File: src/rtl/xidoo_pkg.sv
// rtl/xidoo_pkg.sv - shared types and default widths for the xidoo memory arbiter
package xidoo_pkg;

    localparam int XIDOO_AW = 5;
    localparam int XIDOO_DW = 8;

    typedef enum logic [1:0] {
        ARB_IDLE  = 2'd0,
        ARB_CMD   = 2'd1,
        ARB_RDATA = 2'd2
    } arb_state_t;

    typedef enum logic {
        OWN_CPU = 1'b0,
        OWN_LDR = 1'b1
    } arb_owner_t;

endpackage

File: src/rtl/xidoo_arb_pick.sv
// rtl/xidoo_arb_pick.sv - winner select; round-robin when XIDOO_ARB_RR_EN is defined, else fixed CPU priority
module xidoo_arb_pick
    import xidoo_pkg::*;
(
    input  logic       cpu_req,
    input  logic       ldr_req,
    input  arb_owner_t last_owner,
    output arb_owner_t winner
);

`ifdef XIDOO_ARB_RR_EN
    // On a collision the port that did not win last time goes first
    always_comb begin
        winner = OWN_CPU;
        if (cpu_req && ldr_req) begin
            winner = (last_owner == OWN_CPU) ? OWN_LDR : OWN_CPU;
        end else if (!cpu_req && ldr_req) begin
            winner = OWN_LDR;
        end
    end
`else
    // History is irrelevant under fixed priority
    logic unused_last_owner;
    assign unused_last_owner = (last_owner == OWN_LDR);

    // CPU always wins; the loader only gets in when the CPU is quiet
    always_comb begin
        winner = OWN_CPU;
        if (!cpu_req && ldr_req) begin
            winner = OWN_LDR;
        end
    end
`endif

endmodule

File: src/rtl/xidoo_mem_arbiter.sv
// rtl/xidoo_mem_arbiter.sv - CPU/loader arbiter and sequencer for the single-port memory (option: XIDOO_ARB_RR_EN)
module xidoo_mem_arbiter
    import xidoo_pkg::*;
#(
    parameter int AW = XIDOO_AW,
    parameter int DW = XIDOO_DW
) (
    input  logic          clock,
    input  logic          reset,
    input  logic          cpu_req,
    input  logic          cpu_we,
    input  logic [AW-1:0] cpu_addr,
    input  logic [DW-1:0] cpu_wdata,
    output logic          cpu_gnt,
    output logic          cpu_rvalid,
    output logic [DW-1:0] cpu_rdata,
    input  logic          ldr_req,
    input  logic          ldr_we,
    input  logic [AW-1:0] ldr_addr,
    input  logic [DW-1:0] ldr_wdata,
    output logic          ldr_gnt,
    output logic          ldr_rvalid,
    output logic [DW-1:0] ldr_rdata,
    output logic          mem_en,
    output logic          mem_we,
    output logic [AW-1:0] mem_addr,
    output logic [DW-1:0] mem_wdata,
    input  logic [DW-1:0] mem_rdata,
    output logic          busy
);

    arb_state_t    state;
    arb_state_t    state_next;
    logic          capture;
    logic          rd_done;
    arb_owner_t    winner;
    arb_owner_t    owner_q;
    arb_owner_t    last_owner;
    logic          we_q;
    logic [AW-1:0] addr_q;
    logic [DW-1:0] wdata_q;
    logic          sel_we;
    logic [AW-1:0] sel_addr;
    logic [DW-1:0] sel_wdata;

    xidoo_arb_pick u_pick (
        .cpu_req    (cpu_req),
        .ldr_req    (ldr_req),
        .last_owner (last_owner),
        .winner     (winner)
    );

    // Fields of whichever port wins this cycle
    always_comb begin
        sel_we    = cpu_we;
        sel_addr  = cpu_addr;
        sel_wdata = cpu_wdata;
        if (winner == OWN_LDR) begin
            sel_we    = ldr_we;
            sel_addr  = ldr_addr;
            sel_wdata = ldr_wdata;
        end
    end

    // FSM state register
    always_ff @(posedge clock or posedge reset) begin
        if (reset) begin
            state <= ARB_IDLE;
        end else begin
            state <= state_next;
        end
    end

    // Next state plus the capture / read-completion strobes
    always_comb begin
        state_next = state;
        capture    = 1'b0;
        rd_done    = 1'b0;
        case (state)
            ARB_IDLE: begin
                if (cpu_req || ldr_req) begin
                    capture    = 1'b1;
                    state_next = ARB_CMD;
                end
            end
            ARB_CMD: begin
                state_next = we_q ? ARB_IDLE : ARB_RDATA;
            end
            ARB_RDATA: begin
                rd_done    = 1'b1;
                state_next = ARB_IDLE;
            end
            default: begin
                state_next = ARB_IDLE;
            end
        endcase
    end

    // Transaction fields, grant/valid pulses and per-port read data; every port-side output is a flop
    always_ff @(posedge clock or posedge reset) begin
        if (reset) begin
            owner_q    <= OWN_CPU;
            last_owner <= OWN_LDR;
            we_q       <= 1'b0;
            addr_q     <= '0;
            wdata_q    <= '0;
            cpu_gnt    <= 1'b0;
            ldr_gnt    <= 1'b0;
            cpu_rvalid <= 1'b0;
            ldr_rvalid <= 1'b0;
            cpu_rdata  <= '0;
            ldr_rdata  <= '0;
            busy       <= 1'b0;
        end else begin
            cpu_gnt    <= capture && (winner == OWN_CPU);
            ldr_gnt    <= capture && (winner == OWN_LDR);
            cpu_rvalid <= rd_done && (owner_q == OWN_CPU);
            ldr_rvalid <= rd_done && (owner_q == OWN_LDR);
            busy       <= (state_next != ARB_IDLE);
            if (capture) begin
                owner_q    <= winner;
                last_owner <= winner;
                we_q       <= sel_we;
                addr_q     <= sel_addr;
                wdata_q    <= sel_wdata;
            end
            if (rd_done && (owner_q == OWN_CPU)) begin
                cpu_rdata <= mem_rdata;
            end
            if (rd_done && (owner_q == OWN_LDR)) begin
                ldr_rdata <= mem_rdata;
            end
        end
    end

    // Fields are only loaded on entry to ARB_CMD, so outside it they hold the last command
    assign mem_en    = (state == ARB_CMD);
    assign mem_we    = (state == ARB_CMD) && we_q;
    assign mem_addr  = addr_q;
    assign mem_wdata = wdata_q;

endmodule

File: config.mk
export PLATFORM = sky130hd
export DESIGN_NAME = xidoo_mem_arbiter
export DESIGN_NICKNAME = d
export VERILOG_FILES = /design/src/rtl/xidoo_pkg.sv /design/src/rtl/xidoo_arb_pick.sv /design/src/rtl/xidoo_mem_arbiter.sv
export SDC_FILE = /design/constraint.sdc
export NUM_CORES = 1
export LEC_CHECK = 0
export CORE_UTILIZATION = 26
export CTS_BUF_LIST = sky130_fd_sc_hd__clkbuf_16
export DETAILED_ROUTE_END_ITERATION = 8
export PLACE_DENSITY = 0.64
export SLEW_MARGIN = 25
export SYNTH_ARGS = -nofsm -noshare
export SYNTH_HDL_FRONTEND = slang
export SYNTH_SLANG_ARGS = --single-unit
File: constraint.sdc
create_clock -name clock -period 2.3 [get_ports clock]
set_input_delay 0.69 -clock clock [delete_from_list [all_inputs] [get_ports clock]]
set_output_delay 0.69 -clock clock [all_outputs]
set_load 0.005 [all_outputs]
==> results.ini, run 1 <==
[setup_path]
start_kind = flip-flop
ff2ff_path_depth = 4
crit_path_max_fanout = 5
reg2reg_to = mem_wdata[0]
crit_type = reg -> out
cp.required_ps = 1610
cp-end-kind = output port
reg2reg_from = state[0]
r2r_setup_slack_ps = 830
arrival_ps = 1480

[synth]
syn-cell-area_sq_mm = 0.00149
yosysSeqAreaShare_pct = 64.0
ys_ff_latch = 38
synth_nets = 143
syn_inst = 103
ys_warn_count = 0
ys_types = 15
syn_area_per_cell_sq_um = 14.4

[power_and_ir_drop]
power.total_mw = 3.38
vdd.ir_drop.worst_mv = 0.551
power_density_mw_per_mm2 = 1330
leakage_nw = 1.09

[final_layout]
nNetsFinal = 227
antenna_cells = 0
layout_commonest_cell = clkdlybuf4s50_1
area_delta_synth_final_pct = 70.8
final_cell_mix = 75 x clkdlybuf4s50_1, 38 x dfrtp_1, 16 x and2_1, 16 x mux2_2, 14 x a221o_1
final_cells = 260
drive_gt1_share_pct = 17.0

[sta]
max_freq_ghz = 0.461
finalHoldViolations = 0
max-slew-margin-rel_pct = 68.1
tns_ps = 0
setup-violations-final = 0
min_period_over_period_pct = 94.4
tightestPinTransition_ps = 479
skew_ps = 4.23
drv_slew = 0
rsz0062_at_grt = false
period_needed_ps = 2170

[placed_design]
dp_cells = 251
hpwl_um = 2500
portBuffers = 75
globalplace.congestion = 0.759

[global_route]
antenna_found_initial = 0
grt-ovfl-total = 0
grt_max_degree = 39
grt_pass1_vias = 1127
grt_pass1_wl_um = 5460
track_usage_pct = 11.7

[clocking]
cts_hold_buf = 0
clk_pin_slew_ps = 60
cts-root-buf = clkbuf_16
clkLatencyLatePin_ps = 270
clock_sinks = 38
cts_buffer_depth = 2
htreeDepth = 2
numCtsBuffers = 5
cts_tree = built

[routing]
drc_errors = 0
wl_per_cell_um = 13.0
drt-total-wl_um = 3380
first_iter_violations = 19
vias = 1119
post_drt_via_cell_ratio = 4.30
ant_nets = 0
drt-pass1-iter-count = 4

[hold_path]
hold_class = reg -> reg
worstHoldStart = we_q
hold_end = state[1]
hold_depth = 1

[die]
io-pin-count = 76
fp.dieArea_sq_mm = 0.00602
coreArea_sq_mm = 0.00551
start_util_pct = 27.0
fp-row-count = 27
dieHeight_um = 77.6
die_w_um = 77.6

[flow_run]
drv_cap = 0

[status]
status = finished clean

-- layout make-up --
class / count / area, sq um
inverter: 4 / 15.0
timing repair buffer: 82 / 803
fill: 492 / 2970
tap: 72 / 90.1
multi-input combinational: 56 / 490
sequential: 38 / 951
clock buffer: 5 / 125
clock inverter: 3 / 63.8
-- synthesized netlist by cell type --
| cell type | count | share of area, % |
|---|---|---|
| a21oi_1 | 1 | 0.34 |
| a221o_1 | 14 | 9.4 |
| and2_1 | 16 | 6.7 |
| buf_2 | 3 | 1.0 |
| buf_6 | 2 | 1.5 |
| dfrtp_1 | 38 | 64 |
| inv_1 | 4 | 1.0 |
| mux2_2 | 16 | 12 |
| nand2b_1 | 1 | 0.42 |
| nand3b_1 | 1 | 0.51 |
| nor2_1 | 3 | 0.76 |
| nor3b_1 | 1 | 0.51 |
| nor4b_2 | 1 | 1.0 |
| o21ai_0 | 1 | 0.34 |
| o21ai_1 | 1 | 0.34 |
-- report_power, final --
group          switching, mW  total (mW)  internal (mW)
sequential             0.176        1.17          0.992
combinational          0.430        1.35          0.921
clock                  0.248       0.865          0.617
total                  0.853        3.38           2.53
-- cell families (layout without fill, tap and decap cells) --
kind of cell / count (synthesis) / after routing / share of synthesized area (%)
flops: 38 / 38 / 64.0
buf+inv: 9 / 94 / 3.53
mux: 16 / 16 / 12.1
compound gates: 17 / 17 / 10.4
simple gates: 23 / 23 / 9.93
-- critical path, stage by stage, from the launching register on --
cell,delay (ps)
dfrtp_1,450
nand2b_4,80
inv_1,60
and2_1,110
clkdlybuf4s50_1,510
-- registers in the layout (all words and copies together), names as in the netlist --
| signal | flops |
|---|---|
| busy | 1 |
| mem_wdata | 8 |
| cpu_rvalid | 1 |
| cpu_rdata | 8 |
| mem_addr | 5 |
| state | 2 |
| owner_q | 1 |
| ldr_rvalid | 1 |
| cpu_gnt | 1 |
| we_q | 1 |
| ldr_gnt | 1 |
| ldr_rdata | 8 |
-- through the flow --
stage	util [%]	area, sq um	worst slack, ps	hold WS [ps]
2_1_floorplan	-	1490	749	434
3_3_place_gp	42.4	2330	252	483
3_5_place_dp	42.4	2330	241	493
4_1_cts	45.8	2520	19.5	498
5_1_grt	46.1	2540	25.8	515
6_report	46.1	2540	130	498
-- repair_timing --
action | in CTS | in global routing
resized for setup | 0 | 1
buffers inserted | 0 | 1
setup endpoints to repair | 0 | 1
-- worst max-delay path by stage --
| stage | start | cells past startpoint | endpoint |
|---|---|---|---|
| 4_1_cts | state[1] | 4 | mem_we |
| 6_report | state[0] | 4 | mem_we |
| 3_3_place_gp | ldr_req | 5 | mem_wdata[7] |
| 5_1_grt | state[0] | 4 | mem_we |
| 2_1_floorplan | reset | 1 | busy |
| 3_5_place_dp | ldr_req | 5 | mem_addr[3] |
-- per-layer routing --
metal  global-route usage (%)  part of all wire (%)  vias to the layer above
met5                        0                     0                        -
met4                     4.53                   1.2                        0
met3                     2.94                   5.6                        5
met2                     18.9                    49                       47
met1                     15.0                    45                      528
li1                         -                     -                      539
Power figures use the tool's default switching activity.
==> run 2, diff against run 1 <==
ABC_CLOCK_PERIOD_IN_PS = 2300   (was default)
CORE_UTILIZATION = 40   (was 26)
PLACE_DENSITY = 0.89   (was 0.64)
==> run 2 against run 1 <==
  * Combinational power down 3%
  * First-iteration DRC count up 53%
  * Largest cell class unchanged
  * Total power down 7.6%
  * Worst setup slack worse by 71 ps
  * Clock skew down 2.2 ps
  * Design area down 4.2%
  * Sequential share of layout area up 1.6 points
  * Highest routed layer unchanged
  * Die area down 34%
  * Critical endpoint unchanged
  * Fmax down 3.2%
  * Wire length up 0.98%
==> results.ini, run 2 (synthesis results as in run 1) <==
[status]
status = finished clean

[final_layout]
fill_cells = 254
area_delta_synth_final_pct = 63.6
antenna_cells = 0
nNetsFinal = 224
layout_commonest_cell = clkdlybuf4s50_1
multiInputGateArea_sq_um = 490
regArea_sq_um = 951
postLayoutCellArea_sq_mm = 0.00243
final_util_pct = 70.7
final_cells = 231
drive_gt1_share_pct = 15.1
final_cell_mix = 75 x clkdlybuf4s50_1, 38 x dfrtp_1, 16 x and2_1, 16 x mux2_2, 14 x a221o_1

[routing]
drc_errors = 0
first_iter_violations = 29
drt-pass1-iter-count = 4
wl_met3_um = 203
vias = 1148
wl_met2_um = 1740
highest_layer = met4
wl_per_cell_um = 14.8
post_drt_via_cell_ratio = 4.97
ant_nets = 0
drt-total-wl_um = 3420
wl_met1_um = 1460

[die]
fp-row-count = 21
start_util_pct = 43.2
dieHeight_um = 63.0
die_w_um = 63.0
fp.dieArea_sq_mm = 0.00396
io-pin-count = 76
coreArea_sq_mm = 0.00344

[clocking]
clkLatencyLatePin_ps = 270
clk_pin_slew_ps = 50
cts_buffer_depth = 2
clock_sinks = 38
htreeDepth = 2
numCtsBuffers = 5
cts_tree = built
cts-root-buf = clkbuf_16
postCtsSetupBuffers = 0

[sta]
setup-violations-final = 0
finalHoldViolations = 0
hold_ws_ps = 496
tns_ps = 0
max-slew-margin-rel_pct = 60.9
tightestPinTransition_ps = 587
max_freq_ghz = 0.446
worst_slack_ps = 58.6
period_needed_ps = 2240
drv_slew = 0
skew_ps = 2.05
rsz0062_at_grt = false
min_period_over_period_pct = 97.5

[setup_path]
start_kind = flip-flop
cp_top_family = buffers and inverters
cp.required_ps = 1610
cp_num_buf_inv = 2
slowest_stage = clkdlybuf4s50_1
slowest_delay_ps = 490
cp-end-kind = output port
crit_path_max_fanout = 5
path_cells = nand2b_4 > inv_1 > and2_1 > clkdlybuf4s50_1
arrival_ps = 1550
crit_type = reg -> out

[placed_design]
globalplace.congestion = 0.708
post-place-ws_ps = 210
portBuffers = 75
hpwl_um = 2470
dp_cells = 223
placed_cell_area_sq_mm = 0.00229

[global_route]
track_usage_pct = 19.0
grt_max_degree = 39
grt-ovfl-total = 0
antenna_found_initial = 0
grt_pass1_wl_um = 5880
grt_pass1_vias = 1245

[power_and_ir_drop]
power_density_mw_per_mm2 = 1290
leakage_nw = 1.05
power.total_mw = 3.13
vdd.ir_drop.worst_mv = 0.757

[hold_path]
hold_class = reg -> reg

[flow_run]
drv_cap = 0

[run 2: cell types whose count changed in the layout (fill, tap and decap cells not counted)]
cell	previous run	this run
buf_4	7	4
bufinv_16	2	0
clkinv_2	0	1
inv_1	4	5
[run 2: worst paths after layout]
path | startpoint | end | slack [ps] | depth (start not counted)
min | we_q | state[1] | 500 | 1
min in group asynchronous | reset | ldr_rdata[0] | 840 | 3
min reg2reg | we_q | state[1] | 500 | 1
max reg2reg | state[0] | we_q | 790 | 3
max in group asynchronous | reset | cpu_rdata[0] | 1140 | 3
max | state[1] | mem_we | 60 | 4
[run 2: final cells by class]
cell class	count	area share, %
Clock inverter	3	0.514
Sequential cell	38	39.1
Tap cell	46	2.37
Clock buffer	5	5.14
Inverter	4	0.617
Timing Repair Buffer	79	32.1
Multi-Input combinational cell	56	20.2
[run 2: what timing repair did]
item | 4_1_cts | 5_1_grt
hold buffers | 0 | 0
endpoints found under the setup margin | 0 | 1
gates resized for setup | 0 | 1
[run 2: power breakdown]
group          internal (mW)  switching (mW)  total, mW
Sequential             0.993           0.202       1.20
Clock                  0.391           0.234      0.625
Combinational          0.890           0.416       1.31
[run 2: metal layers]
metal | global-route usage, % | vias up
met5 | 0 | -
met4 | 5.23 | 0
met3 | 4.74 | 2
met2 | 31.9 | 55
met1 | 24.1 | 560
li1 | - | 531
==> run 3, diff against run 2 <==
PLACE_DENSITY = 0.88   (was 0.89)
==> run 3 against run 2 <==
  * First-iteration DRC count rose by 28%
  * Critical path type unchanged
  * Critical path depth fell by 1
  * Worst hold slack improved by 1.0 ps
  * Worst setup slack improved by 94 ps
  * Highest routed layer unchanged
  * Fmax rose by 4.4%
  * Via count rose by 3.0%
  * Global-route usage fell by 0.42 points
  * Critical endpoint is now mem_en
  * Non-clock buffer count rose by 4
  * Largest power group unchanged
  * Core utilization rose by 0.73 points
==> results.ini, run 3 (synthesis results as in run 1) <==
[final_layout]
final_cell_mix = 74 x clkdlybuf4s50_1, 37 x dfrtp_1, 16 x and2_1, 16 x mux2_2, 14 x a221o_1
fill_cells = 236
final_cells = 235
area_delta_synth_final_pct = 65.3
regArea_sq_um = 952
nNetsFinal = 228
antenna_cells = 0
multiInputGateArea_sq_um = 483
drive_gt1_share_pct = 16.4
layout_commonest_cell = clkdlybuf4s50_1

[global_route]
grt_pass1_vias = 1190
grt_pass1_wl_um = 5540
track_usage_pct = 18.6
grt_max_degree = 39
grt-ovfl-total = 0
antenna_found_initial = 0

[clocking]
cts-root-buf = clkbuf_16
htreeDepth = 2
cts_buffer_depth = 2
clock_sinks = 38
clk_pin_slew_ps = 50
numCtsBuffers = 5
cts_hold_buf = 0
clkLatencyLatePin_ps = 270
cts_tree = built

[die]
die_w_um = 63.0
fp.dieArea_sq_mm = 0.00396
dieHeight_um = 63.0
fp-row-count = 21
start_util_pct = 43.2
coreArea_sq_mm = 0.00344
io-pin-count = 76

[sta]
drv_slew = 0
setup-violations-final = 0
min_period_over_period_pct = 93.4
finalHoldViolations = 0
period_needed_ps = 2150
rsz0062_at_grt = false
skew_ps = 2.03
tns_ps = 0
max_freq_ghz = 0.466
hold_ws_ps = 497
worst_slack_ps = 153
tightestPinTransition_ps = 484
max-slew-margin-rel_pct = 67.7

[setup_path]
slowest_stage = clkdlybuf4s50_1
crit_path_max_fanout = 3
slowest_delay_ps = 510
cp.required_ps = 1610
cp-end-kind = output port
crit_type = reg -> out
path_cells = nand2b_1 > inv_1 > clkdlybuf4s50_1
start_kind = flip-flop
arrival_ps = 1460

[routing]
ant_nets = 0
drt-pass1-iter-count = 4
post_drt_via_cell_ratio = 5.03
wl_per_cell_um = 14.6
first_iter_violations = 37
drt-total-wl_um = 3440
vias = 1182
drc_errors = 0

[placed_design]
portBuffers = 75
dp_cells = 225
globalplace.congestion = 0.698
hpwl_um = 2450
post-place-ws_ps = 268

[power_and_ir_drop]
power.total_mw = 3.16
vdd.ir_drop.worst_mv = 0.664
power_density_mw_per_mm2 = 1290
leakage_nw = 1.08

[flow_run]
drv_cap = 0

[hold_path]
hold_class = reg -> reg

[status]
status = finished clean

run 3: worst paths after layout:
path / start / to / slack [ps] / cells after the start
worst max-delay path: state[1] / mem_en / 150 / 3
worst min-delay path: we_q / state[1] / 500 / 1
worst max register to register: state[1] / ldr_rdata[0] / 840 / 3
worst min register to register: we_q / state[1] / 500 / 1
max in group asynchronous: reset / state[1] / 1120 / 3
min in group asynchronous: reset / owner_q / 840 / 3
run 3: metrics by stage:
| stage | util, % | area, sq um |
|---|---|---|
| 3_3_place_gp | 66.9 | 2300 |
| 6_report | 71.4 | 2460 |
| 2_1_floorplan | - | 1490 |
| 5_1_grt | 71.4 | 2460 |
| 3_5_place_dp | 66.9 | 2300 |
| 4_1_cts | 70.8 | 2440 |
run 3: layout make-up:
type	instances	area share, %
flip-flops and latches	38	38.7
repair buffers	83	33.1
multi-input cells	56	19.7
clock buffers	5	5.09
well taps	46	2.34
inverters	4	0.611
clock inverters	3	0.458
run 3: metal layers:
metal	vias up	wire length, um	global-route usage (%)
li1	539	-	-
met5	-	0	0
met2	52	1700	30.0
met1	584	1470	21.9
met4	0	46	8.14
met3	7	227	6.93
run 3: where the power goes:
part	leakage [nW]	switching, mW	internal, mW
clock network	0.0663	0.230	0.389
registers	0.463	0.189	0.995
logic	0.550	0.442	0.919
run 3: repair_timing:
action                     4_1_cts  5_1_grt
setup buffers                    0        2
setup endpoints to repair        0        1
resized for setup                0        2
run 3: worst max-delay path: cells and delay by family (launching register included):
family | cells | cell delay, ps
and+or+nand+nor | 1 | 180
DFF | 1 | 410
buffers and inverters | 2 | 600
